===== src/rtl/level_pkg.sv =====
// Shared definitions for the tank level / pump controller: state encoding,
// level geometry and small helpers for reasoning about the switch vector.
package level_pkg;

    typedef enum logic [1:0] {
        IDLE,
        FILL,
        FULL,
        FAULT
    } state_t;

    localparam int NUM_LEVELS = 6;
    localparam int LEVEL_W    = 3;

    // Number of covered level switches in a vector.
    function automatic logic [LEVEL_W-1:0] countLevels(input logic [NUM_LEVELS-1:0] vec);
        logic [LEVEL_W-1:0] total;
        total = '0;
        for (int i = 0; i < NUM_LEVELS; i++) begin
            total = total + {{(LEVEL_W-1){1'b0}}, vec[i]};
        end
        return total;
    endfunction

    // True when the vector is a gap-free thermometer code of 'cnt' ones.
    function automatic logic isThermometer(input logic [NUM_LEVELS-1:0] vec,
                                           input logic [LEVEL_W-1:0]    cnt);
        logic [NUM_LEVELS-1:0] mask;
        for (int i = 0; i < NUM_LEVELS; i++) begin
            mask[i] = (i < int'(cnt));
        end
        return (vec == mask);
    endfunction

endpackage


===== src/rtl/switch_debounce.sv =====
// Single-bit input conditioner: two-flop synchronizer followed by a
// stability counter. The output only follows the input after it has
// disagreed with the current output for DEBOUNCE_CYCLES consecutive cycles.
module switch_debounce
    import level_pkg::*;
#(
    parameter int DEBOUNCE_CYCLES = 50000
) (
    input  logic i_clk,
    input  logic i_rst_n,
    input  logic i_raw,
    output logic o_stable
);

    localparam int              CNT_W   = $clog2(DEBOUNCE_CYCLES);
    localparam logic [CNT_W-1:0] CNT_MAX = CNT_W'(DEBOUNCE_CYCLES - 1);

    logic             r_meta;
    logic             r_sync;
    logic             r_stable;
    logic [CNT_W-1:0] r_count;

    // Bring the asynchronous board input into the clock domain.
    always_ff @(posedge i_clk or negedge i_rst_n) begin
        if (!i_rst_n) begin
            r_meta <= 1'b0;
            r_sync <= 1'b0;
        end else begin
            r_meta <= i_raw;
            r_sync <= r_meta;
        end
    end

    // Count consecutive disagreement; accept the new value once it has held long enough.
    always_ff @(posedge i_clk or negedge i_rst_n) begin
        if (!i_rst_n) begin
            r_stable <= 1'b0;
            r_count  <= '0;
        end else if (r_sync == r_stable) begin
            r_count <= '0;
        end else if (r_count == CNT_MAX) begin
            r_stable <= r_sync;
            r_count  <= '0;
        end else begin
            r_count <= r_count + 1'b1;
        end
    end

    assign o_stable = r_stable;

endmodule


===== src/rtl/level_pump_controller.sv =====
// Tank level pump controller: debounces the six level switches and the
// operator acknowledge, checks that the switches form a plausible
// thermometer pattern, and runs the fill/hold/fault sequencing that drives
// the pump and the Red/Green indicators.
module level_pump_controller
    import level_pkg::*;
#(
    parameter int DEBOUNCE_CYCLES = 50000,
    parameter int LOW_LEVEL       = 2,
    parameter int HIGH_LEVEL      = 6,
    parameter int FILL_TIMEOUT    = 50000000,
    parameter int BLINK_CYCLES    = 25000000
) (
    input  logic                  Clk,
    input  logic                  Reset_n,
    input  logic [NUM_LEVELS-1:0] Sw,
    input  logic                  Ack,
    output logic                  Pump,
    output logic                  Red,
    output logic                  Green,
    output logic [LEVEL_W-1:0]    Level,
    output logic                  Fault,
    output logic [NUM_LEVELS-1:0] Stable
);

    localparam int                 TMO_W     = $clog2(FILL_TIMEOUT);
    localparam logic [TMO_W-1:0]   TMO_MAX   = TMO_W'(FILL_TIMEOUT - 1);
    localparam int                 BLINK_W   = $clog2(BLINK_CYCLES);
    localparam logic [BLINK_W-1:0] BLINK_MAX = BLINK_W'(BLINK_CYCLES - 1);
    localparam logic [LEVEL_W-1:0] LOW_L     = LEVEL_W'(LOW_LEVEL);
    localparam logic [LEVEL_W-1:0] HIGH_L    = LEVEL_W'(HIGH_LEVEL);

    logic [NUM_LEVELS-1:0] w_stable;
    logic                  w_ackSync;
    logic [LEVEL_W-1:0]    w_count;
    logic                  w_levelUp;
    state_t                w_nextState;

    logic [LEVEL_W-1:0]    r_level;
    logic [LEVEL_W-1:0]    r_levelPrev;
    logic                  r_valid;
    state_t                r_state;
    logic [TMO_W-1:0]      r_fillCount;
    logic [BLINK_W-1:0]    r_blinkCount;
    logic                  r_pump;
    logic                  r_red;
    logic                  r_green;
    logic                  r_fault;

    for (genvar g = 0; g < NUM_LEVELS; g++) begin : g_switch
        switch_debounce #(
            .DEBOUNCE_CYCLES(DEBOUNCE_CYCLES)
        ) u_switchDebounce (
            .i_clk   (Clk),
            .i_rst_n (Reset_n),
            .i_raw   (Sw[g]),
            .o_stable(w_stable[g])
        );
    end

    switch_debounce #(
        .DEBOUNCE_CYCLES(DEBOUNCE_CYCLES)
    ) u_ackDebounce (
        .i_clk   (Clk),
        .i_rst_n (Reset_n),
        .i_raw   (Ack),
        .o_stable(w_ackSync)
    );

    assign w_count   = countLevels(w_stable);
    assign w_levelUp = (r_level > r_levelPrev);

    // Register the level count and pattern check together so they always describe the same snapshot.
    always_ff @(posedge Clk or negedge Reset_n) begin
        if (!Reset_n) begin
            r_level     <= '0;
            r_levelPrev <= '0;
            r_valid     <= 1'b1;
        end else begin
            r_level     <= w_count;
            r_levelPrev <= r_level;
            r_valid     <= isThermometer(w_stable, w_count);
        end
    end

    // Dry-run timer: counts cycles in FILL since entry or since the level last rose.
    always_ff @(posedge Clk or negedge Reset_n) begin
        if (!Reset_n) begin
            r_fillCount <= '0;
        end else if (r_state != FILL || w_levelUp) begin
            r_fillCount <= '0;
        end else begin
            r_fillCount <= r_fillCount + 1'b1;
        end
    end

    // Next-state rules; a bad pattern beats the timeout, which beats the level thresholds.
    always_comb begin
        w_nextState = r_state;
        case (r_state)
            IDLE: begin
                if (!r_valid)                w_nextState = FAULT;
                else if (r_level <= LOW_L)   w_nextState = FILL;
                else if (r_level >= HIGH_L)  w_nextState = FULL;
            end
            FILL: begin
                if (!r_valid)                    w_nextState = FAULT;
                else if (r_fillCount == TMO_MAX) w_nextState = FAULT;
                else if (r_level >= HIGH_L)      w_nextState = FULL;
            end
            FULL: begin
                if (!r_valid)                w_nextState = FAULT;
                else if (r_level < HIGH_L)   w_nextState = IDLE;
            end
            FAULT: begin
                if (w_ackSync && r_valid)    w_nextState = IDLE;
            end
            default: w_nextState = IDLE;
        endcase
    end

    // State register with outputs decoded from the next state, including the fault blink.
    always_ff @(posedge Clk or negedge Reset_n) begin
        if (!Reset_n) begin
            r_state      <= IDLE;
            r_pump       <= 1'b0;
            r_red        <= 1'b0;
            r_green      <= 1'b1;
            r_fault      <= 1'b0;
            r_blinkCount <= '0;
        end else begin
            r_state <= w_nextState;
            r_pump  <= (w_nextState == FILL);
            r_green <= (w_nextState == IDLE) || (w_nextState == FILL);
            r_fault <= (w_nextState == FAULT);
            if (w_nextState == FAULT && r_state == FAULT) begin
                if (r_blinkCount == BLINK_MAX) begin
                    r_blinkCount <= '0;
                    r_red        <= ~r_red;
                end else begin
                    r_blinkCount <= r_blinkCount + 1'b1;
                end
            end else begin
                r_blinkCount <= '0;
                r_red        <= (w_nextState == FULL) || (w_nextState == FAULT);
            end
        end
    end

    assign Pump   = r_pump;
    assign Red    = r_red;
    assign Green  = r_green;
    assign Fault  = r_fault;
    assign Level  = r_level;
    assign Stable = w_stable;

endmodule


===== config.mk =====
export PLATFORM = sky130hd
export DESIGN_NAME = level_pump_controller
export DESIGN_NICKNAME = d
export VERILOG_FILES = /design/src/rtl/level_pkg.sv /design/src/rtl/switch_debounce.sv /design/src/rtl/level_pump_controller.sv
export SDC_FILE = /design/constraint.sdc
export NUM_CORES = 1
export LEC_CHECK = 0
export ABC_AREA = 1
export CELL_PAD_IN_SITES_DETAIL_PLACEMENT = 0
export CELL_PAD_IN_SITES_GLOBAL_PLACEMENT = 1
export CORE_MARGIN = 1
export CORE_UTILIZATION = 30
export DETAILED_ROUTE_END_ITERATION = 6
export HOLD_SLACK_MARGIN = 0.08
export PLACE_DENSITY = 0.56
export REMOVE_ABC_BUFFERS = 1
export SLEW_MARGIN = 25
export SYNTH_ARGS = -nofsm -noshare
export SYNTH_HDL_FRONTEND = slang
export SYNTH_SLANG_ARGS = --single-unit

===== constraint.sdc =====
create_clock -name Clk -period 3.5 [get_ports Clk]
set_input_delay 0.7 -clock Clk [delete_from_list [all_inputs] [get_ports Clk]]
set_output_delay 0.7 -clock Clk [all_outputs]
set_load 0.005 [all_outputs]

**Yosys cells after proc, flatten, opt, wreduce, memory -nomap -nowiden**

Index checks and enable logic that the tools add are counted.

- $add $sub $neg: 14
- Order comparisons: 10
- Equal/unequal tests: 25
- Multiplexer cells: 28
- Bitwise gates (word level): 8
- Reductions and logical operators: 14

Operator list:

| cell | number |
|---|---|
| 2-to-1 mux 16 bit | 14 |
| adder 16 x 1 -> 16 bit (second input constant) | 7 |
| == test 16 bit (second input constant) | 7 |
| 2-to-1 mux 25 bit | 2 |
| adder 26 x 1 -> 26 bit (second input constant) | 1 |
| == test 26 bit (second input constant) | 1 |
| 2-to-1 mux 26 bit | 1 |
| adder 25 x 1 -> 25 bit (second input constant) | 1 |
| == test 25 bit (second input constant) | 1 |
| 2-to-1 mux 2 bit | 8 |
| AND reduction 2 bit | 7 |
| adder 3 x 1 -> 3 bit | 3 |
| == test 2 bit (second input constant) | 4 |
| NOT 1 bit | 8 |
| case mux 2 bit (4 select lines) | 1 |
| == test 1 bit | 7 |
| == test 6 bit | 1 |
| less-than comparator 1 x 3 -> 1 bit (first input constant) | 2 |
| less-than comparator 2 x 3 -> 1 bit (first input constant) | 2 |
| less-than comparator 3 bit (first input constant) | 2 |
| == test 2 x 1 -> 1 bit (second input constant) | 2 |
| logical NOT 2 bit | 2 |
| != test 2 x 1 -> 1 bit (second input constant) | 2 |
| adder 2 x 1 -> 3 bit | 1 |
| 8 further kinds | 12 |

- Register bits: 197
- Bits of input ports: 9
- Output and inout port bits: 13

**Depth between registers and ports, before layout**

Gate-level depths: netlist (run 1).

- Depth in word-level cells: 8
- Mapped depth: 12
- Depth with buffers taken out: 12

**Modules after synthesis**

From an unflattened synthesis (run 1), not the netlist that was laid out.

- Cells, all modules: 1,338
- Area, all modules: 11,040.6 um^2

By module, submodules not included:

| module | times used | cells each | area each (um^2) |
|---|---|---|---|
| switch_debounce | 7 | 122 | 1,029.7 |
| level_pump_controller | 1 | 484 | 3,832.4 |

**Least setup slack after synthesis (run 1)**

No wires, ideal clock.

- Path kind: flip-flop to flip-flop
- Start point: register g_switch[0].u_switchDebounce.r_stable
- End point: register r_valid
- Setup time: 82 ps
- Arrival: 2,811 ps
- Path slack: 607 ps
- Stages on the path, launching flop included: 12
- Buffers on the path: 0
- Path through: dfrtp_1 -> inv_1 -> fa_1 -> fa_1 -> inv_1 -> ha_1 -> fa_1 -> nand2_1 -> xor2_1 -> nor4_1 -> nand2_1 -> nor3_1

- Longest elaborated chain between the ends: 7
- Elaborated cells on any way between the ends: 12
- Classes of those cells: 5 x add/sub; 6 x order compare; 1 x eq/ne

RTL lines:

| what | line | text |
|---|---|---|
| start, declared | switch_debounce.sv:20 | `logic r_stable;` |
| start signal, assigned | switch_debounce.sv:42 | `r_stable <= r_sync;` |
| adder 1 x 1 -> 2 bit (*) | level_pkg.sv:20 | `total = total + {{(LEVEL_W-1){1'b0}}, vec[i]};` |
| adder 2 x 1 -> 3 bit (*) | level_pkg.sv:20 |  |
| adder 3 x 1 -> 3 bit (*) (3 in series) | level_pkg.sv:20 |  |
| net w_count[1] | level_pump_controller.sv:35 | `logic [LEVEL_W-1:0] w_count;` |
| less-than comparator 1 x 3 -> 1 bit, or another cell as far along | level_pkg.sv:30 | `mask[i] = (i < int'(cnt));` |
| == test 6 bit (*) | level_pkg.sv:32 | `return (vec == mask);` |
| end signal, assigned | level_pump_controller.sv:82 | `r_valid <= isThermometer(w_stable, w_count);` |
| end, declared | level_pump_controller.sv:41 | `logic r_valid;` |

The timed path passes the listed nets; every way through them passes the cells marked *.
A chain may end at the register's enable or synchronous reset.

**Final worst setup path (run 1)**

Ends and elaborated chain as after synthesis.

==> flow_summary.ini, run 1 <==
[clock_tree]
cts-resized-gates = 0
root_buffer = clkbuf_16
cts_setup_buffers = 0
postCtsHoldBufs = 0
clock-sinks = 197
clkSlewWorstSetupHoldPaths_ns = 0.08
cts_tree = done
htreeDepth = 4
cts_buffer_depth = 2
cts_buffers = 17
clk_latency_ns = 0.45

[pwr]
power_frac_comb = 0.028
power_switching_mw = 1.063
clockPowerShare = 0.444
finalPower_mw = 4.399
seqPwrFrac = 0.528
swShare = 0.2416
intPower_mw = 3.336
irDropWorstVdd_mv = 0.3531
cellPowerDensity_nw_per_um2 = 376.9
p_leak_nw = 4.718

[worst_setup_path]
crit_path_top_delay_cell = fa_1
rrSetupSlack_ns = 0.44
worstSetupPathType = reg2reg
reg2regPathDepth = 11
path_common_cell = fa_1
path_max_fanout = 5
crit_cells = 11
r2r-end = r_valid$_DFF_PN1_
end_kind = flop
cp_num_buf_inv = 2
cp.arrival_ns = 3.42
crit_end = r_valid$_DFF_PN1_
required_ns = 3.86
r2r_start = g_switch[0].u_switchDebounce.o_stable$_DFFE_PN0P_
cp-start-kind = flop
path_cells = inv_1 > fa_1 > fa_1 > inv_1 > ha_1 > fa_1 > nand2_1 > xor2_1 > nor4_1 > nand2_1 > nor3_1
cp_slowest_stage_delay_ns = 0.56
worstSetupStartpoint = g_switch[0].u_switchDebounce.o_stable$_DFFE_PN0P_
cp_top_family = adder cells

[die]
dieHeight_um = 187.5
design.core.area_um2 = 33700
start_util = 0.3065
die_area_um2 = 35170
die_w_um = 187.5
rows = 67
ios = 22

[sta]
slew_headroom = 0.5094
drv_slew = 0
finalSetupViolCount = 0
fin_hold_ws_ns = 0.2072
finalCritPeriodShare = 0.8739
fin_tns_setup_ns = 0
fmax_ghz = 0.3269
rsz0062_at_grt = no
hold_viol_final = 0
worstMarginPinSlew_ns = 0.7341
finalCriticalPeriod_ns = 3.059
finClkSkew_ns = 0.01179

[global_route]
grt_overflow = 0
grt_pass1_vias = 7993
antenna_found_initial = 0
grt.total_usage = 0.1400
grt_pass1_wl_um = 40210
grt_start_max_net_pins = 70

[synth]
synth-main-ff-cell = dfrtp_1
async_reset_ff_frac = 1.000
synth_top_family_by_area = simple AND/OR/NAND/NOR gates
synth_xor_area_frac = 0.05767
synthMuxAreaShare = 0.003271
yosysSeqAreaShare = 0.4776
netlist_area_um2 = 10330
ys_top_cells_by_area = dfrtp_1 47%, nor2_1 8.1%, nand2_1 7.5%, inv_1 5.8%, xor2_1 4.1%
synthCells = 1244
yosysTopAreaCell = dfrtp_1
synthSimpleGateAreaFrac = 0.3410
synth_cell_type_count = 41
synth_top_area_frac = 0.4725
ys_ff_latch = 197
ys.warnings.count = 0
yosys.area_share.adder = 0.02157
syn_area_per_cell_um2 = 8.302
synth_edf_count = 0
synth_compound_area_frac = 0.03186

[final_layout]
most-common-layout-cells = 224 x nor2_1, 205 x nand2_1, 195 x dfrtp_1
antenna_cells = 0
nets = 1305
drive_gt1_frac = 0.07972
layout.cells.non_filler = 1740
fin_area_um2 = 11670
layout_commonest_cell = nor2_1
area_growth_pct = 13.01

[place]
io_buffers = 21
dp_hpwl_um = 16560
dp.cells = 1709
gp_congestion = 0.8011
post_dp_cell_area_um2 = 11100

[drt]
dr.pass1.iters = 4
drc = 0
detail_route.wl_per_cell_um = 13.05
vias_per_cell = 4.521
wl_um = 22710
vias = 7867
first_iter_violations = 443
drtAntennaViolNets = 0

[flow_run]
maxCapViolations = 0

[min_path]
hp-class = in2async

[status]
outcome = finished, final reports clean
-- through the flow --
stage | setup WS, ns | util
finish | 0.4412 | 0.3463
global route | 0.2257 | 0.3463
CTS | 0.4102 | 0.3463
detailed placement | 0.4216 | 0.3295
global placement | 0.4484 | 0.3295
floorplan | 0.5853 | -
-- routing by layer --
layer  vias up  share of wire  global-route usage
met3        16          0.024             0.02901
met5         -              0                   0
met2        55           0.46              0.2281
li1       4116              -                   -
met1      3680           0.50              0.1879
met4         0          0.011             0.03784
-- area by class of cell --
class                   instances  area (um2)
multi-input cells             870        4703
inverters                     168       630.6
clock buffers                  17       425.4
clock inverters                14       141.4
flip-flops and latches        197        4932
fillers                      3594       22030
repair buffers                 26       277.8
well taps                     448       560.5
-- cell families (layout without fill, tap and decap cells) --
kind of cell / after synthesis / in the layout
AOI/OAI and AO/OA: 60 / 60
DFF: 197 / 197
adders and majority gates: 16 / 16
xor gates and xnor gates: 68 / 68
muxes: 3 / 3
and+or+nand+nor: 723 / 723
buffers and inverters: 177 / 225
-- worst min-delay path by stage --
| stage | from | endpoint | slack [ns] | cells past startpoint |
|---|---|---|---|---|
| floorplan | g_switch[0].u_switchDebounce.r_meta$_DFF_PN0_ | g_switch[0].u_switchDebounce.r_sync$_DFF_PN0_ | 0.33 | 0 |
| global placement | g_switch[3].u_switchDebounce.r_meta$_DFF_PN0_ | g_switch[3].u_switchDebounce.r_sync$_DFF_PN0_ | 0.33 | 0 |
| detailed placement | g_switch[2].u_switchDebounce.r_meta$_DFF_PN0_ | g_switch[2].u_switchDebounce.r_sync$_DFF_PN0_ | 0.33 | 0 |
| CTS | Reset_n | r_fillCount[20]$_DFF_PN0_ | 0.22 | 1 |
| global route | Reset_n | r_fillCount[20]$_DFF_PN0_ | 0.24 | 1 |
| finish | Reset_n | r_fillCount[20]$_DFF_PN0_ | 0.21 | 1 |
-- synth_stat cells, types with 2 or more instances --
cell        n
buf_4       7
dfstp_2     2
ha_1       13
nand2_1   205
xnor2_1    20
nor2_1    224
nor3b_2     5
nand4_1    36
a21oi_1    25
o21ai_0    18
nor3_4      3
fa_1        3
inv_1     159
nor2_4      6
o21ai_1     4
nand2_2     6
a211oi_1    2
nand3b_1    3
nor4_2      3
mux2_2      3
dfrtp_1   195
inv_2       9
nand3_1    71
o21bai_1    2
and2_1      2
nor3b_1    31
nor2_2      9
xor2_1     48
nor3_1     59
o21a_1      4
nor3_2     10
a31oi_1     2
nand3_2     9
nor4_1     39
-- flip-flops by register name, indices dropped and copies added, names as in the netlist --
name and count:
r_levelPrev 3, r_blinkCount 25, Pump 1, g_switch.u_switchDebounce.o_stable 6, g_switch.u_switchDebounce.r_count 96, r_fillCount 26
r_state 2, u_ackDebounce.o_stable 1, Green 1, u_ackDebounce.r_count 16, r_valid 1, Fault 1
Red 1, u_ackDebounce.r_sync 1, Level 3, u_ackDebounce.r_meta 1, g_switch.u_switchDebounce.r_meta 6, g_switch.u_switchDebounce.r_sync 6
-- power by group through the flow --
stage	clock [mW]	combinational, mW	sequential [mW]
after floorplan	0	0.0519	2.36
after global placement	0	0.133	2.37
after detailed placement	0	0.133	2.37
after CTS	2.04	0.134	2.32
after global routing	2.13	0.153	2.33
final	1.95	0.125	2.32
No activity file was read; power rests on OpenSTA's default activity.
==> run 2: changes to the inputs <==
CORE_MARGIN = default   (was 1)
==> results of run 2 <==
Final layout, timing and power as in run 1 (identical DEF).
==> run 3: changes to the inputs <==
SETUP_SLACK_MARGIN = 0.5   (was default)
TNS_END_PERCENT = 1   (was default)
==> run 3 against run 2 <==
Net effect:
- total power about the same
- cell count rose by 0.11%
- sequential share of layout area down 0.12 points
- via count increased by 0.64%
- core utilization is 0.096 points higher
- clock skew is 0.00084 ns higher
- die area unchanged
==> flow_summary.ini, run 3 (synthesis gave the netlist of run 1 again) <==
[status]
outcome = finished, final reports clean

[worst_setup_path]
path_max_fanout = 4
cp-start-kind = flop
cp.arrival_ns = 3.26
end_kind = flop
required_ns = 3.87
worstSetupPathType = reg2reg

[sta]
worstMarginPinSlew_ns = 0.7350
fmax_ghz = 0.3458
drv_slew = 0
finalCriticalPeriod_ns = 2.892
fin_tns_setup_ns = 0
finalCritPeriodShare = 0.8262
hold_viol_final = 0
finClkSkew_ns = 0.01263
setup_ws_ns = 0.6083
finalSetupViolCount = 0
rsz0062_at_grt = yes
slew_headroom = 0.5088

[final_layout]
area_growth_pct = 13.33
n_fill_cell = 3591
layout.cells.non_filler = 1742
layout_commonest_cell = nor2_1
largest_register = g_switch.u_switchDebounce.r_count
top_regs = g_switch.u_switchDebounce.r_count x96, r_fillCount x26, r_blinkCount x25
largest_reg_flops = 96
nets = 1307
most-common-layout-cells = 224 x nor2_1, 205 x nand2_1, 195 x dfrtp_1
antenna_cells = 0
drive_gt1_frac = 0.08501

[global_route]
antenna_found_initial = 0
grt_pass1_wl_um = 40290
grt.met1_usage = 0.1884
busiest_layer = met2
grt_start_max_net_pins = 70
met2_usage = 0.2283
grt_overflow = 0
grt_use_met3 = 0.02901
grt.total_usage = 0.1402
grt_pass1_vias = 8011

[die]
design.core.area_um2 = 33700
rows = 67
dieHeight_um = 187.5
die_area_um2 = 35170
start_util = 0.3065
die_w_um = 187.5
ios = 22

[min_path]
hp-class = in2async

[clock_tree]
cts_buffer_depth = 2
htreeDepth = 4
clkSlewWorstSetupHoldPaths_ns = 0.08
clk_latency_ns = 0.44
clock-sinks = 197
cts_buffers = 17
cts_tree = done
root_buffer = clkbuf_16

[drt]
detail_route.wl_per_cell_um = 13.09
first_iter_violations = 427
vias = 7917
dr.pass1.iters = 4
drtAntennaViolNets = 0
drc = 0
vias_per_cell = 4.545
wl_um = 22800

[pwr]
irDropWorstVdd_mv = 0.3524
finalPower_mw = 4.398
cellPowerDensity_nw_per_um2 = 375.8
p_leak_nw = 4.730

[place]
dp_slack_ns = 0.4216
dp_hpwl_um = 16560
gp_congestion = 0.8011
io_buffers = 21
dp.cells = 1709

[flow_run]
maxCapViolations = 0
## run 3: what timing repair did
action,CTS,global route
setup buffers,2,0
setup endpoints to repair,1,1
resized for setup,2,3
hold buffers,0,0
pin swaps,4,4
hold endpoints to repair,0,0
## run 3: area by class of cell
cell class / instances / area [um2] / area share
clock buffer: 17 / 425.4 / 0.03635
clock inverter: 14 / 141.4 / 0.01208
inverter: 168 / 630.6 / 0.05388
multi-input combinational: 870 / 4721 / 0.4034
sequential: 197 / 4932 / 0.4214
tap: 448 / 560.5 / 0.04789
timing repair buffer: 28 / 292.8 / 0.02502
## run 3: layer usage
| layer | vias to the layer above | part of all wire |
|---|---|---|
| li1 | 4118 | - |
| met1 | 3719 | 0.50 |
| met2 | 67 | 0.46 |
| met3 | 13 | 0.026 |
| met4 | 0 | 0.011 |
| met5 | - | 0 |
## run 3: power breakdown
group | internal (mW) | switching (mW)
Sequential | 2.30 | 0.0206
Combinational | 0.0358 | 0.0895
Clock | 0.998 | 0.952
## run 3: worst max-delay path, cell delays in order (launching register included)
cell     delay [ns]
dfrtp_1        0.37
inv_1          0.09
fa_1           0.44
fa_1           0.49
inv_1          0.04
ha_1           0.18
fa_2           0.57
nand2_1        0.07
xor2_1         0.15
nor4_2         0.21
nand2_1        0.10
nor3_2         0.10
## run 3: per-stage QoR
step                      hold slack (ns)  cell area (um2)  utilization
after detailed placement           0.3347            11100       0.3295
after CTS                          0.2232            11690       0.3469
after floorplan                    0.3312            10270            -
after global routing               0.2402            11700       0.3473
after global placement             0.3341            11100       0.3295
final                              0.2104            11700       0.3473
## run 3: worst paths after layout
check / startpoint / end / slack [ns] / depth (start not counted)
worst max-delay path: g_switch[3].u_switchDebounce.o_stable$_DFFE_PN0P_ / r_valid$_DFF_PN1_ / 0.61 / 11
worst min-delay path: Reset_n / r_fillCount[20]$_DFF_PN0_ / 0.21 / 1
worst max register to register: g_switch[3].u_switchDebounce.o_stable$_DFFE_PN0P_ / r_valid$_DFF_PN1_ / 0.61 / 11
worst min register to register: u_ackDebounce.r_meta$_DFF_PN0_ / u_ackDebounce.r_sync$_DFF_PN0_ / 0.35 / 0
max in group asynchronous: Reset_n / r_valid$_DFF_PN1_ / 2.50 / 2
min in group Clk: u_ackDebounce.r_meta$_DFF_PN0_ / u_ackDebounce.r_sync$_DFF_PN0_ / 0.35 / 0
